--- config.mk ---
export PLATFORM = sky130hd
export DESIGN_NAME = msg_reporter
export DESIGN_NICKNAME = d
export VERILOG_FILES = /design/src/rtl/msg_reporter.sv
export SDC_FILE = /design/constraint.sdc
export NUM_CORES = 1
export LEC_CHECK = 0
export BUFFER_PORTS_ARGS = -buffer_cell sky130_fd_sc_hd__buf_2
export CORE_ASPECT_RATIO = 1.25
export CORE_UTILIZATION = 30
export DETAILED_ROUTE_END_ITERATION = 10
export PLACE_DENSITY_LB_ADDON = 0.08
export SYNTH_ARGS = -nofsm -noshare
export SYNTH_HDL_FRONTEND = slang
export SYNTH_SLANG_ARGS = --single-unit
--- constraint.sdc ---
create_clock -name clk -period 3.2 [get_ports clk]
set_clock_uncertainty 0.1 [all_clocks]
set_input_delay 0.32 -clock clk [delete_from_list [all_inputs] [get_ports clk]]
set_output_delay 0.32 -clock clk [all_outputs]
set_load 0.03 [all_outputs]
--- src/rtl/msg_reporter.sv ---
// ----------------------------------------------------------------------------
// msg_reporter
//   Sits downstream of the RC4 key-search FSM. When the search finishes with
//   a key, it reads MSG_LEN decrypted bytes from d_memory through that RAM's
//   spare read port and streams them over a valid/ready byte link to the
//   character/LCD driver. When the search fails, it raises a sticky fail flag
//   and sends nothing.
//
//   Optional feature macro: HEX_DISPLAY_EN
//     defined   : hex5..hex0 show the latched key (hex5 = key[23:20]),
//                 active-low 7-segment, or '-' on every digit after a fail.
//     undefined : hex ports are tied blank (7'h7F); no key register is built.
//
// Ports
//   clk          in   1       system clock, all logic on posedge
//   reset        in   1       synchronous, active-high
//   search_done  in   1       key search finished (level)
//   cracked      in   1       search found a key, valid with search_done
//   secret_key   in   24      found key
//   mem_addr     out  ADDR_W  d_memory read address
//   mem_q        in   8       d_memory read data, RD_LAT cycles after mem_addr
//   char_data    out  8       decrypted byte
//   char_valid   out  1       char_data valid
//   char_ready   in   1       sink accepts byte
//   busy         out  1       streaming in progress
//   complete     out  1       all bytes accepted (sticky)
//   fail         out  1       search ended without a key (sticky)
//   hex0..hex5   out  7 each  active-low 7-segment digits
// ----------------------------------------------------------------------------
module msg_reporter #(
    parameter int unsigned MSG_LEN = 32,
    parameter int unsigned ADDR_W  = 8,
    parameter int unsigned RD_LAT  = 2
) (
    input  logic              clk,
    input  logic              reset,
    input  logic              search_done,
    input  logic              cracked,
    input  logic [23:0]       secret_key,
    output logic [ADDR_W-1:0] mem_addr,
    input  logic [7:0]        mem_q,
    output logic [7:0]        char_data,
    output logic              char_valid,
    input  logic              char_ready,
    output logic              busy,
    output logic              complete,
    output logic              fail,
    output logic [6:0]        hex0,
    output logic [6:0]        hex1,
    output logic [6:0]        hex2,
    output logic [6:0]        hex3,
    output logic [6:0]        hex4,
    output logic [6:0]        hex5
);

    localparam int unsigned IDX_W = ADDR_W + 1;
    localparam int unsigned CNT_W = $clog2(RD_LAT + 1);

    typedef enum logic [2:0] {
        S_IDLE,
        S_FETCH,
        S_WAIT,
        S_CAPTURE,
        S_SEND,
        S_DONE
    } state_t;

    state_t             r_state;
    logic [IDX_W-1:0]   r_idx;
    logic [CNT_W-1:0]   r_cnt;
    logic [ADDR_W-1:0]  r_mem_addr;
    logic [7:0]         r_char_data;
    logic               r_char_valid;
    logic               r_busy;
    logic               r_complete;
    logic               r_fail;

    always_ff @(posedge clk) begin
        if (reset) begin
            r_state      <= S_IDLE;
            r_idx        <= '0;
            r_cnt        <= '0;
            r_mem_addr   <= '0;
            r_char_data  <= '0;
            r_char_valid <= 1'b0;
            r_busy       <= 1'b0;
            r_complete   <= 1'b0;
            r_fail       <= 1'b0;
        end else begin
            case (r_state)
                S_IDLE: begin
                    if (search_done) begin
                        if (cracked) begin
                            r_idx   <= '0;
                            r_busy  <= 1'b1;
                            r_state <= S_FETCH;
                        end else begin
                            r_fail  <= 1'b1;
                            r_state <= S_DONE;
                        end
                    end
                end
                S_FETCH: begin
                    r_mem_addr <= r_idx[ADDR_W-1:0];
                    r_cnt      <= CNT_W'(RD_LAT);
                    r_state    <= S_WAIT;
                end
                // Leaving on count==1 spends exactly RD_LAT cycles here, so the
                // CAPTURE edge samples mem_q a full RD_LAT cycles after the
                // address settled.
                S_WAIT: begin
                    r_cnt <= r_cnt - 1'b1;
                    if (r_cnt == CNT_W'(1)) begin
                        r_state <= S_CAPTURE;
                    end
                end
                S_CAPTURE: begin
                    r_char_data  <= mem_q;
                    r_char_valid <= 1'b1;
                    r_state      <= S_SEND;
                end
                S_SEND: begin
                    if (char_ready) begin
                        r_char_valid <= 1'b0;
                        if (r_idx == IDX_W'(MSG_LEN - 1)) begin
                            r_complete <= 1'b1;
                            r_busy     <= 1'b0;
                            r_state    <= S_DONE;
                        end else begin
                            r_idx   <= r_idx + 1'b1;
                            r_state <= S_FETCH;
                        end
                    end
                end
                S_DONE: begin
                    r_state <= S_DONE;
                end
                default: begin
                    r_state <= S_IDLE;
                end
            endcase
        end
    end

    assign mem_addr   = r_mem_addr;
    assign char_data  = r_char_data;
    assign char_valid = r_char_valid;
    assign busy       = r_busy;
    assign complete   = r_complete;
    assign fail       = r_fail;

`ifdef HEX_DISPLAY_EN
    logic [23:0] r_key_q;
    logic        r_key_valid;
    logic [6:0]  w_hex [6];

    always_ff @(posedge clk) begin
        if (reset) begin
            r_key_q     <= '0;
            r_key_valid <= 1'b0;
        end else if (r_state == S_IDLE && search_done && cracked) begin
            r_key_q     <= secret_key;
            r_key_valid <= 1'b1;
        end
    end

    // Segment order {g,f,e,d,c,b,a}, active-low.
    function automatic logic [6:0] f_seg(input logic [3:0] n);
        logic [6:0] s;
        case (n)
            4'h0: s = 7'h40;  4'h1: s = 7'h79;  4'h2: s = 7'h24;  4'h3: s = 7'h30;
            4'h4: s = 7'h19;  4'h5: s = 7'h12;  4'h6: s = 7'h02;  4'h7: s = 7'h78;
            4'h8: s = 7'h00;  4'h9: s = 7'h10;  4'hA: s = 7'h08;  4'hB: s = 7'h03;
            4'hC: s = 7'h46;  4'hD: s = 7'h21;  4'hE: s = 7'h06;  default: s = 7'h0E;
        endcase
        return s;
    endfunction

    always_comb begin
        for (int unsigned i = 0; i < 6; i++) begin
            w_hex[i] = 7'h7F;
            if (r_fail) begin
                w_hex[i] = 7'h3F;
            end else if (r_key_valid) begin
                w_hex[i] = f_seg(r_key_q[4*i +: 4]);
            end
        end
    end

    assign hex0 = w_hex[0];
    assign hex1 = w_hex[1];
    assign hex2 = w_hex[2];
    assign hex3 = w_hex[3];
    assign hex4 = w_hex[4];
    assign hex5 = w_hex[5];
`else
    logic w_unused_key;
    assign w_unused_key = ^secret_key;

    assign hex0 = 7'h7F;
    assign hex1 = 7'h7F;
    assign hex2 = 7'h7F;
    assign hex3 = 7'h7F;
    assign hex4 = 7'h7F;
    assign hex5 = 7'h7F;
`endif

endmodule

### Word-level counts from Yosys, hierarchy flattened

Cells that the tools add are included.

* register bits: 34
* latch bits: 0
* memory bits (writable): 0
* bits in read-only memories: 0
* input bits: 37
* output and inout port bits: 62
* word-level logic and storage cells: 54
* memories kept: 0

* add/sub/neg operators: 2
* $mul: 0
* divide/modulo/power cells: 0
* magnitude comparators: 0
* eq/ne operators: 13
* shifts and indexed selects: 0
* mux-type cells: 19
* bitwise operators: 1
* reductions and logical operators: 10

Operators with widths (count)
* two-way mux 9 bit: 4
* case mux 3 bit (6 select lines): 1
* case mux 9 bit (2 select lines): 1
* two-way mux 3 bit: 5
* inequality test 2 bit, second input constant: 6
* AND reduction 5 bit: 2
* adder 9 x 1 -> 9 bit, second input constant: 1
* equality test 9 x 5 -> 1 bit, second input constant: 1
* AND reduction 3 bit: 3
* equality test 3 x 2 -> 1 bit, second input constant: 2
* equality test 3 bit, second input constant: 2
* nonzero test 2 bit: 3
* two-way mux 1 bit: 5
* case mux 1 bit (2 select lines): 2
* case mux 2 bit (2 select lines): 1
* equality test 3 x 1 -> 1 bit, second input constant: 1
* logical NOT 3 bit: 1
* equality test 2 x 1 -> 1 bit, second input constant: 1
* AND reduction 2 bit: 1
* subtractor 2 x 1 -> 2 bit, second input constant: 1
* NOT 1 bit: 1

### Depth between registers and ports, before layout

* depth in word-level cells: 4
* mapped depth: 6
* depth with buffers taken out: 6

### Worst setup path after synthesis

OpenSTA, ideal clock, no wires.

* path kind: flip-flop to flip-flop
* start point: register r_state[2]
* end point: register r_idx[8]
* setup time: 0.091 ns
* data arrival time: 1.427 ns
* data required time: 3.009 ns
* path slack: 1.582 ns
* cell stages (with the launch flop): 7
* buffers on the path: 2
* period minus slack after synthesis: 1.618 ns
* cells stage by stage: dfxtp_1 buf_4 or3b_1 buf_6 nor4_4 a21oi_1 a311oi_1

* longest elaborated chain between the ends: 3
* elaborated cells on any way between the ends: 9
* those cells by class: eq/ne (5); mux (1); reduce/logical (3)

RTL lines
* start, declared: line 68 `state_t r_state;`
* start signal, assigned: line 80 `r_state <= S_IDLE;`
* start signal, assigned: line 96 `r_state <= S_FETCH;`
* start signal, assigned: line 99 `r_state <= S_DONE;`
* equality test 3 bit or logical NOT 3 bit (tied branches): line 90 `case (r_state)`
* inequality test 2 bit (no line) or nonzero test 2 bit (tied branches)
* AND reduction 5 bit (no line)
* end signal, assigned: line 130 `r_idx <= r_idx + 1'b1;`
* end, declared: line 69 `logic [IDX_W-1:0] r_idx;`

Parallel ways exist; a longest one is shown, timed or not.
A chain may end at the register's enable or synchronous reset.

### Final worst setup path

Same ends and word-level chain as after synthesis.

==> metrics.md <==
| Metric | Value |
|---|---|
| Status | `complete, no violations` |
| Multi-input gate area | `~980 um2` |
| FMAX | `~460 MHz` |
| Initial antenna violation count | `0` |
| Critical path fanouts, max | `20` |
| Root Driver | `clkbuf_8` |
| Total global routing overflow | `0` |
| Die W | `73.1 um` |
| GPL Wtd Cong | `0.728` |
| CTS buffer count | `5` |
| Final Hold Viols | `0` |
| Setup slack, reg-to-reg | `1040 ps` |
| P_int | `roughly 0.00085 W` |
| DRT iter0 DRCs | `55` |
| Synthesized area | `approximately 0.0019 mm2` |
| Port bufs | `32` |
| Switching power | `0.000551 W` |
| Register area | `around 700 um2` |
| Reg2reg start | `r_state[2]` |
| Peak VDD IR | `0.238 mV` |
| Measured slew at the worst slew-check pin | `a little under 900 ps` |
| Combinational fraction of design power | `30.7%` |
| Hold_buf cts | `0` |
| Clk slew on worst S/H paths | `~70 ps` |
| Post-Syn Area per Cell | `8.42 um2` |
| First-pass GRT wire length | `about 6800 um` |
| Worst Hold Path Cells | `3` |
| Final Routed Wirelength | `4000 um` |
| Layout cell share with drive strength beyond 1 | `between 10% and 20%` |
| Die area | `between 0.006 and 0.007 mm2` |
| Filler instances | `698` |
| Asr flop ratio synth | `0%` |
| Setup Buffers After CTS | `0` |
| Crit Path Category | `reg -> reg` |
| Initial cell density of the core | `30.9%` |
| Number of flops mapped to enable cells by yosys | `0` |
| Leak | `between 0.8 and 0.9 nW` |
| Startpoint class of the critical path | `register` |
| Clock latency on the worst-skew pair | `290 ps` |
| CORE AREA | `0.00613 mm2` |
| Final setup viols | `0` |
| Seq/Total Area, Yosys | `35.9%` |
| Cts repair resizes | `0` |
| RSZ-0062 raised after global routing | `false` |
| FF-to-FF path depth | `4` |
| Final Max Tran Viols | `0` |
| Largest net degree at the start of global routing | `37` |
| CTS sink cnt | `34` |
| Total Neg Setup Slack | `0 ps` |
| Worst path cell trace | `or3b_1, nor4_4, a21oi_1, a311oi_1` |
| #FFs+latches synth | `34` |
| Residual DRC | `0` |
| Hold path endpoint | `char_data[5]` |
| Hold/Removal Path Class | `in -> reg` |
| Yosys warning count | `0` |
| Final min period | `2160 ps` |
| Clock power frac | `28.2%` |
| Final Cycle Share | `slightly below 70%` |
| ANT nets after route | `0` |
| I/O pin count | `99` |
| # diodes | `0` |
| Total Power | `0.00140 W` |
| # rows | `32` |
| WL/cell | `between 10 and 15 um` |
| R2r endpoint | `r_idx[8]` |
| Synth Flop Type | `dfxtp_1` |
| Area grow syn2layout | `8.65%` |
| Flop pwr share | `41.0%` |
| Longest Clk Path Bufs | `2` |
| Vias post-DR | `1487` |
| CTS tree | `done` |
| Post-DP HPWL | `2730 um` |
| Pre-antenna DRT Iters | `4` |
| Hold_sp | `mem_q[5]` |
| Layout Nets | `291` |
| Setup crit end kind | `register` |
| Power Density | `a little under 700 mW/mm2` |
| Crit path largest cell delay | `760 ps` |
| Worst slew margin | `42.2%` |
| Gr usage total | `around an eighth` |
| WP data arrival | `2260 ps` |
| Sw frac | `between 30% and 40%` |
| Synth cell types | `49` |
| Drt via density | `4.40` |
| Die height | `90.8 um` |
| Synthesized instance count | `225` |
| Max-cap viol count | `0` |
| H-tree level count | `2` |
| WP data required | `3300 ps` |
| Vias in the first global route | `1420` |
| Worst-path cell with the longest stage delay | `dfxtp_1` |
==> cell type report <==
class / count / share of cell area [%]
Clock buffer: 5 / 3.34
Clock inverter: 3 / 1.95
Inverter: 4 / 0.729
Multi-Input combinational cell: 174 / 47.6
Sequential cell: 34 / 33.1
Tap cell: 85 / 5.17
Timing Repair Buffer: 33 / 8.15
==> registers in the layout (all words and copies together), names as in the netlist <==
| register | flops |
|---|---|
| busy | 1 |
| char_data | 8 |
| char_valid | 1 |
| complete | 1 |
| fail | 1 |
| mem_addr | 8 |
| r_cnt | 2 |
| r_idx | 9 |
| r_state | 3 |
==> power by group through the flow <==
stage	clock, W	sequential [W]	combinational (W)
2_1_floorplan	0	0.000546	0.000420
3_3_place_gp	0	0.000584	0.000437
3_5_place_dp	0	0.000586	0.000435
4_1_cts	0.000413	0.000575	0.000436
5_1_grt	0.000428	0.000590	0.000487
6_report	0.000395	0.000573	0.000430
==> metrics by stage <==
stage	util (%)	instances	hold WS [ps]	worst slack, ps	area, um2
final	33.6	338	170	1040	2060
after global routing	33.6	338	176	805	2060
after CTS	33.6	338	161	998	2060
after detailed placement	31.8	330	345	1010	1950
after global placement	31.8	330	342	1020	1950
after floorplan	-	266	338	1580	2050
==> worst max-delay path: cells and delay by family, from the launching register on <==
| kind | cells | cell delay, ps |
|---|---|---|
| DFF | 1 | 760 |
| and+or+nand+nor | 2 | 860 |
| AOI/OAI and AO/OA | 2 | 350 |
==> worst max-delay path by stage <==
stage | slack (ps) | cells past startpoint | endpoint | startpoint
2_1_floorplan | 1580 | 6 | r_idx[8] | r_state[2]
3_5_place_dp | 1010 | 4 | char_data[3] | r_state[0]
3_3_place_gp | 1020 | 4 | char_data[0] | r_state[0]
5_1_grt | 800 | 4 | char_data[7] | r_state[0]
6_report | 1040 | 4 | r_idx[8] | r_state[2]
4_1_cts | 1000 | 4 | r_idx[8] | r_state[2]
==> cell usage in the layout (no fill, tap or decap), types with 2 or more instances in the layout <==
master | netlist | final
clkinv_2 | 0 | 2
conb_1 | 1 | 42
o21a_1 | 2 | 2
o21ai_0 | 8 | 8
and3_1 | 2 | 2
dfxtp_1 | 34 | 34
a211oi_1 | 5 | 5
inv_1 | 3 | 3
nor3_1 | 3 | 3
nor2_1 | 16 | 16
o31ai_1 | 2 | 2
ha_1 | 2 | 2
buf_2 | 1 | 32
and2_1 | 2 | 2
a21oi_1 | 21 | 21
or3b_1 | 3 | 3
nand2_1 | 16 | 16
nand2b_1 | 2 | 2
nand3_1 | 11 | 11
clkbuf_8 | 0 | 5
or3_1 | 4 | 4
mux2i_1 | 9 | 9
==> layer usage <==
metal,track usage (%),wire [um],up-vias
met2,22.8,1950,37
met4,4.90,68,0
met3,3.13,189,6
met1,15.6,1800,690
li1,-,-,754
met5,0,0,-
==> synth_stat cells (2+ instances only) <==
master | n | area, um2
a211oi_1 | 5 | 37.5
a21oi_1 | 21 | 105
and2_1 | 2 | 12.5
and3_1 | 2 | 12.5
buf_4 | 43 | 323
clkbuf_1 | 8 | 30.0
dfxtp_1 | 34 | 681
ha_1 | 2 | 25.0
inv_1 | 3 | 11.3
mux2i_1 | 9 | 90.1
nand2_1 | 16 | 60.1
nand2b_1 | 2 | 12.5
nand3_1 | 11 | 55.1
nor2_1 | 16 | 60.1
nor3_1 | 3 | 15.0
o21a_1 | 2 | 15.0
o21ai_0 | 8 | 40.0
o31ai_1 | 2 | 15.0
or3_1 | 4 | 25.0
or3b_1 | 3 | 26.3
==> kinds of logic after synthesis <==
kind of cell	after synthesis	synth area share, %
AOI/OAI and AO/OA	50	16.4
xor gates and xnor gates	1	0.462
adders and majority gates	2	1.32
buffers and inverters	58	20.5
DFF	34	35.9
muxes	9	4.76
other	1	0.198
and+or+nand+nor	70	20.5
Note: power is estimated with default switching activity, not from simulation.
